**src/rtl/nx_fifo_1r1w_hw_ctrl.sv**
```systemverilog
// nx_fifo_1r1w_hw_ctrl: FIFO controller in front of a single-port-style 1R1W RAM
// with a fixed read latency. Writes go straight to RAM; reads are prefetched into
// a small register buffer sized to cover the RAM read latency, so the consumer
// sees a plain valid/ready stream.
// Optional feature: define NX_FIFO_HW_CTRL_HWM_EN to add the hwm output
// (highest count observed since reset).
module nx_fifo_1r1w_hw_ctrl #(
    parameter int N_DATA_BITS = 32,
    parameter int N_ENTRIES   = 16,
    parameter int RD_LATENCY  = 2
) (
    input  logic                                       clk,
    input  logic                                       rst_n,
    input  logic                                       in_vld,
    input  logic [N_DATA_BITS-1:0]                     in_dat,
    output logic                                       in_rdy,
    output logic                                       out_vld,
    output logic [N_DATA_BITS-1:0]                     out_dat,
    input  logic                                       out_rdy,
    output logic                                       mem_cs,
    output logic                                       mem_we,
    output logic                                       mem_re,
    output logic [$clog2(N_ENTRIES)-1:0]               mem_waddr,
    output logic [$clog2(N_ENTRIES)-1:0]               mem_raddr,
    output logic [N_DATA_BITS-1:0]                     mem_din,
    input  logic [N_DATA_BITS-1:0]                     mem_dout,
    input  logic                                       mem_yield,
    output logic [$clog2(N_ENTRIES+RD_LATENCY+1):0]    count,
    output logic                                       empty,
    output logic                                       full
`ifdef NX_FIFO_HW_CTRL_HWM_EN
    ,
    output logic [$clog2(N_ENTRIES+RD_LATENCY+1):0]    hwm
`endif
);

    localparam int AW  = $clog2(N_ENTRIES);
    localparam int RW  = AW + 1;
    localparam int CW  = $clog2(N_ENTRIES + RD_LATENCY + 1) + 1;
    localparam int BD  = RD_LATENCY + 1;
    localparam int BPW = $clog2(BD);
    localparam int BCW = $clog2(BD + 1);
    localparam int FW  = $clog2(RD_LATENCY + 1);

    localparam logic [RW-1:0]  RAM_FULL = RW'(N_ENTRIES);
    localparam logic [BPW-1:0] BUF_LAST = BPW'(BD - 1);
    localparam logic [CW-1:0]  BUF_CAP  = CW'(BD);

    logic [AW-1:0]          wptr;
    logic [AW-1:0]          rptr;
    logic [RW-1:0]          ram_cnt;
    logic [RW-1:0]          ram_cnt_nxt;
    logic [RD_LATENCY-1:0]  pipe;
    logic [FW-1:0]          fly_cnt;
    logic [FW-1:0]          fly_cnt_nxt;
    logic [N_DATA_BITS-1:0] buf_mem [BD];
    logic [BPW-1:0]         buf_head;
    logic [BPW-1:0]         buf_tail;
    logic [BCW-1:0]         buf_cnt;
    logic [BCW-1:0]         buf_cnt_nxt;
    logic [CW-1:0]          credit;
    logic [CW-1:0]          count_nxt;
    logic                   push;
    logic                   rd;
    logic                   fill;
    logic                   pop;

    // Handshakes, read-issue decision and next-state occupancy counters
    always_comb begin
        in_rdy      = rst_n && (ram_cnt < RAM_FULL) && !mem_yield;
        push        = in_vld && in_rdy;
        credit      = CW'(buf_cnt) + CW'(fly_cnt);
        // ram_cnt only reflects committed writes, so a read can never hit the
        // entry being written this cycle.
        rd          = (ram_cnt != '0) && (credit < BUF_CAP) && !mem_yield;
        fill        = pipe[RD_LATENCY-1];
        out_vld     = (buf_cnt != '0);
        pop         = out_vld && out_rdy;
        out_dat     = buf_mem[buf_head];
        mem_cs      = push || rd;
        mem_we      = push;
        mem_re      = rd;
        mem_waddr   = wptr;
        mem_raddr   = rptr;
        mem_din     = in_dat;
        ram_cnt_nxt = ram_cnt + RW'(push) - RW'(rd);
        fly_cnt_nxt = fly_cnt + FW'(rd) - FW'(fill);
        buf_cnt_nxt = buf_cnt + BCW'(fill) - BCW'(pop);
        count_nxt   = CW'(ram_cnt_nxt) + CW'(fly_cnt_nxt) + CW'(buf_cnt_nxt);
        empty       = (count == '0);
        full        = (ram_cnt == RAM_FULL);
    end

    // RAM pointers and RAM occupancy
    always_ff @(posedge clk or negedge rst_n) begin
        if (!rst_n) begin
            wptr    <= '0;
            rptr    <= '0;
            ram_cnt <= '0;
        end else begin
            if (push) wptr <= wptr + 1'b1;
            if (rd)   rptr <= rptr + 1'b1;
            ram_cnt <= ram_cnt_nxt;
        end
    end

    // Read-in-flight tracking; clearing it on reset drops any stale RAM data
    always_ff @(posedge clk or negedge rst_n) begin
        if (!rst_n) begin
            pipe    <= '0;
            fly_cnt <= '0;
        end else begin
            pipe[0] <= rd;
            for (int unsigned i = 1; i < RD_LATENCY; i++) pipe[i] <= pipe[i-1];
            fly_cnt <= fly_cnt_nxt;
        end
    end

    // Output buffer: circular register FIFO filled from the RAM read port
    always_ff @(posedge clk or negedge rst_n) begin
        if (!rst_n) begin
            for (int unsigned i = 0; i < BD; i++) buf_mem[i] <= '0;
            buf_head <= '0;
            buf_tail <= '0;
            buf_cnt  <= '0;
        end else begin
            if (fill) begin
                buf_mem[buf_tail] <= mem_dout;
                buf_tail <= (buf_tail == BUF_LAST) ? '0 : buf_tail + 1'b1;
            end
            if (pop) buf_head <= (buf_head == BUF_LAST) ? '0 : buf_head + 1'b1;
            buf_cnt <= buf_cnt_nxt;
        end
    end

    // Total words held, registered from the next-state occupancies
    always_ff @(posedge clk or negedge rst_n) begin
        if (!rst_n) count <= '0;
        else        count <= count_nxt;
    end

`ifdef NX_FIFO_HW_CTRL_HWM_EN
    // High-water mark of count since reset
    always_ff @(posedge clk or negedge rst_n) begin
        if (!rst_n)           hwm <= '0;
        else if (count > hwm) hwm <= count;
    end
`endif

endmodule

```
**config.mk**
```make
export PLATFORM = sky130hd
export DESIGN_NAME = nx_fifo_1r1w_hw_ctrl
export DESIGN_NICKNAME = d
export VERILOG_FILES = /design/src/rtl/nx_fifo_1r1w_hw_ctrl.sv
export SDC_FILE = /design/constraint.sdc
export NUM_CORES = 1
export LEC_CHECK = 0
export ABC_AREA = 1
export ABC_CLOCK_PERIOD_IN_PS = 4500
export CORE_MARGIN = 5
export CORE_UTILIZATION = 42
export DETAILED_ROUTE_END_ITERATION = 10
export GPL_ROUTABILITY_DRIVEN = 0
export PLACE_DENSITY = 0.67
export SLEW_MARGIN = 20
export SYNTH_ARGS = -nofsm -noshare
export SYNTH_HDL_FRONTEND = slang
export SYNTH_SLANG_ARGS = --single-unit
```
**constraint.sdc**
```tcl
create_clock -name clk -period 4.5 [get_ports clk]
set_input_delay 0.9 -clock clk [delete_from_list [all_inputs] [get_ports clk]]
set_output_delay 0.9 -clock clk [all_outputs]
set_load 0.02 [all_outputs]
```
==> run metrics <==
Syn Nets 771; htree depth 4; Max Fclk about 260 MHz; kind of critical path reg -> reg; hold crit path type reg -> reg; Worst Setup End Kind register; Avg WL per Cell ~15 um; synth cell count leaders nand2_1, dfrtp_1, nand3_1; postcts setup bufs 0; post-synthesis simple-gate area fraction 0.1976; gr ovfl total 0; RSZ-0062 raised after global routing no; Leak 3.655 nW; top cell type's share of synthesized area 0.5119; final instance area ~7400 um^2; flops & latches, synth 125; Reg clk slew, reported paths 60 ps; Slew @ Worst Pin around 890 ps; final hold vios 0; RR Startpoint fly_cnt[0]; final setup skew between 4 and 5 ps; worst hold slack 353.7 ps; Hold Buf Count CTS 0; main area contributors after synthesis dfrtp_1, nand2_1, nand3_1; count leader, synth nand2_1; HPWL Detailed 8623 um; Area Growth Syn to Fin 21.44%; Worst slew margin 0.4049; status complete, no violations; largest net degree at the start of global routing 66; largest family of logic cells by synthesized area simple AND/OR/NAND/NOR gates; Vias ~4600; R2R cell count 19; HP Start pipe[0]; CP startpoint kind register; final setup vio count 0; capturing point of the worst reg2reg path count[3]; post-synthesis mux area share 0; die width about 130 um; post-CTS sizing 0; Skew-Pair Late Insertion Delay between 400 and 500 ps; Seq/Total Area, Yosys 0.5119; EDFF count, synth 0; crit path time final 3842 ps; TNS Setup 0 ps; starting density of the core 0.4237; hold depth 0; ys async rst share 1.000; post-route ant nets 0; Avg Cell Area, Syn 8.960 um^2; Ys Warns 0; area of the mapped netlist slightly above 6000 um^2; Req. time, crit path ~4900 ps; drt initial violations between 300 and 400; max_cap viols 0; Rows 44; Synth area leader dfrtp_1; CORE AREA 14420 um^2; Residual DRC 0; part of the cycle the worst path needs 0.8538; Cell Pwr Density between 900 and 1000 nW/um^2; layout cells sized above 1 0.1086; ant diodes 0; distinct cell type count of the synthesized netlist 27; Die Height between 100 and 150 um; first-pass GRT wire length 22890 um; CTS Root Buffer Type clkbuf_16; CTS Buf Count 17; Post-Synth Adder-Cell Area 0.04709; Initial DRT Pass Iterations 4; Compound-Gate Fraction of Synth Area 0.1067; Peak VDD IR about 0.63 mV; initial antenna violation count 0; final WL 13670 um; Final #Nets roughly 820; crit path DAT about 4200 ps; CTS Sinks about 130; IO buf count 89; vias in the first global route about 4800; vias per cell 4.987; I/O pins approximately 150; worst setup path startpoint fly_cnt[0]; critical-path maximum fanout 2; Max Root-Sink Buffers 2; DP Area between 6000 and 7000 um^2; gate count of the mapped netlist 682; final design utilization 0.5145; R2R setup slack roughly 660 ps; full die area ~17000 um^2; top_reg_cell synth dfrtp_1; xor/xnor share of the synthesized area 0.01577; CTS tree done; Hold EP pipe[1]; Total Routing Usage GR 0.1720; max-slew violations 0
==> worst max-delay path, cell delays in order (launching register included) <==
cell     delay, ps
dfrtp_1        380
ha_1           220
fa_1           490
nand2_1         50
nand2_1         60
inv_1           30
nand2_1         70
inv_1           50
ha_1           280
inv_1           60
ha_1           150
inv_1           50
fa_1           480
fa_1           550
inv_1           50
ha_1           220
fa_1           380
nand2_1        100
inv_1           40
nor2_1          70
==> how the worst max path moves through the flow <==
stage	slack [ps]	endpoint
4_1_cts	640	count[3]
3_3_place_gp	360	count[3]
2_1_floorplan	580	count[3]
5_1_grt	420	count[3]
6_report	660	count[3]
3_5_place_dp	330	count[3]
==> power breakdown <==
part | internal [mW] | total, mW | switching [mW]
Sequential | 1.71 | 2.03 | 0.315
Clock | 0.893 | 1.37 | 0.476
Combinational | 1.42 | 3.41 | 2.00
Total | 4.02 | 6.81 | 2.79
==> layer usage <==
metal  track usage  wire length [um]  up-vias  part of all wire
li1              -                 -     2251                 -
met1        0.2156              5850     2232              0.43
met2        0.2843              6679      130              0.49
met3       0.05203               929       25             0.068
met4       0.05929               205        0             0.015
met5             0                 0        -                 0
==> layout by cell type, fill, tap and decap left out, types with 2 or more instances in the layout <==
master / instances
xor2_1: 6
clkinv_2: 6
ha_1: 15
inv_1: 67
clkbuf_8: 2
inv_2: 3
clkinvlp_4: 2
nand2_1: 194
bufinv_16: 3
o21ai_0: 54
o21ai_2: 33
o21ai_1: 15
nand3_1: 75
clkdlybuf4s50_1: 88
nand3_4: 2
xnor2_1: 5
dfrtp_1: 125
fa_1: 5
clkbuf_16: 17
buf_4: 9
nor2_1: 9
a21oi_1: 2
==> flip-flops by register name, summed over array words and instances (netlist names) <==
| name | cells |
|---|---|
| ram_cnt | 5 |
| buf_tail | 2 |
| fly_cnt | 2 |
| count | 6 |
| pipe | 2 |
| buf_cnt | 2 |
| buf_mem | 96 |
| mem_raddr | 4 |
| buf_head | 2 |
| mem_waddr | 4 |
==> kinds of logic (layout without fill, tap and decap cells) <==
kind of cell | after synthesis | count (layout)
buffers and inverters | 135 | 199
DFF | 125 | 125
adders and majority gates | 20 | 20
and+or+nand+nor | 286 | 286
xor gates and xnor gates | 11 | 11
AOI/OAI and AO/OA | 105 | 105
==> final cells by class <==
type,count,area (um^2)
fill,1368,7003
sequential,125,3128
multi-input combinational,422,2251
timing repair buffer,97,948.4
clock buffer,20,456.7
inverter,70,262.8
tap,184,230.2
clock inverter,12,143.9
==> stage by stage <==
step,cells,power [mW],worst slack [ps]
global route,930,7.397,424.4
finish,930,6.809,657.8
global placement,898,5.332,365.0
floorplan,682,4.261,575.3
CTS,930,6.894,637.8
detailed placement,898,5.467,327.3
(Power assumes the default switching activity.)
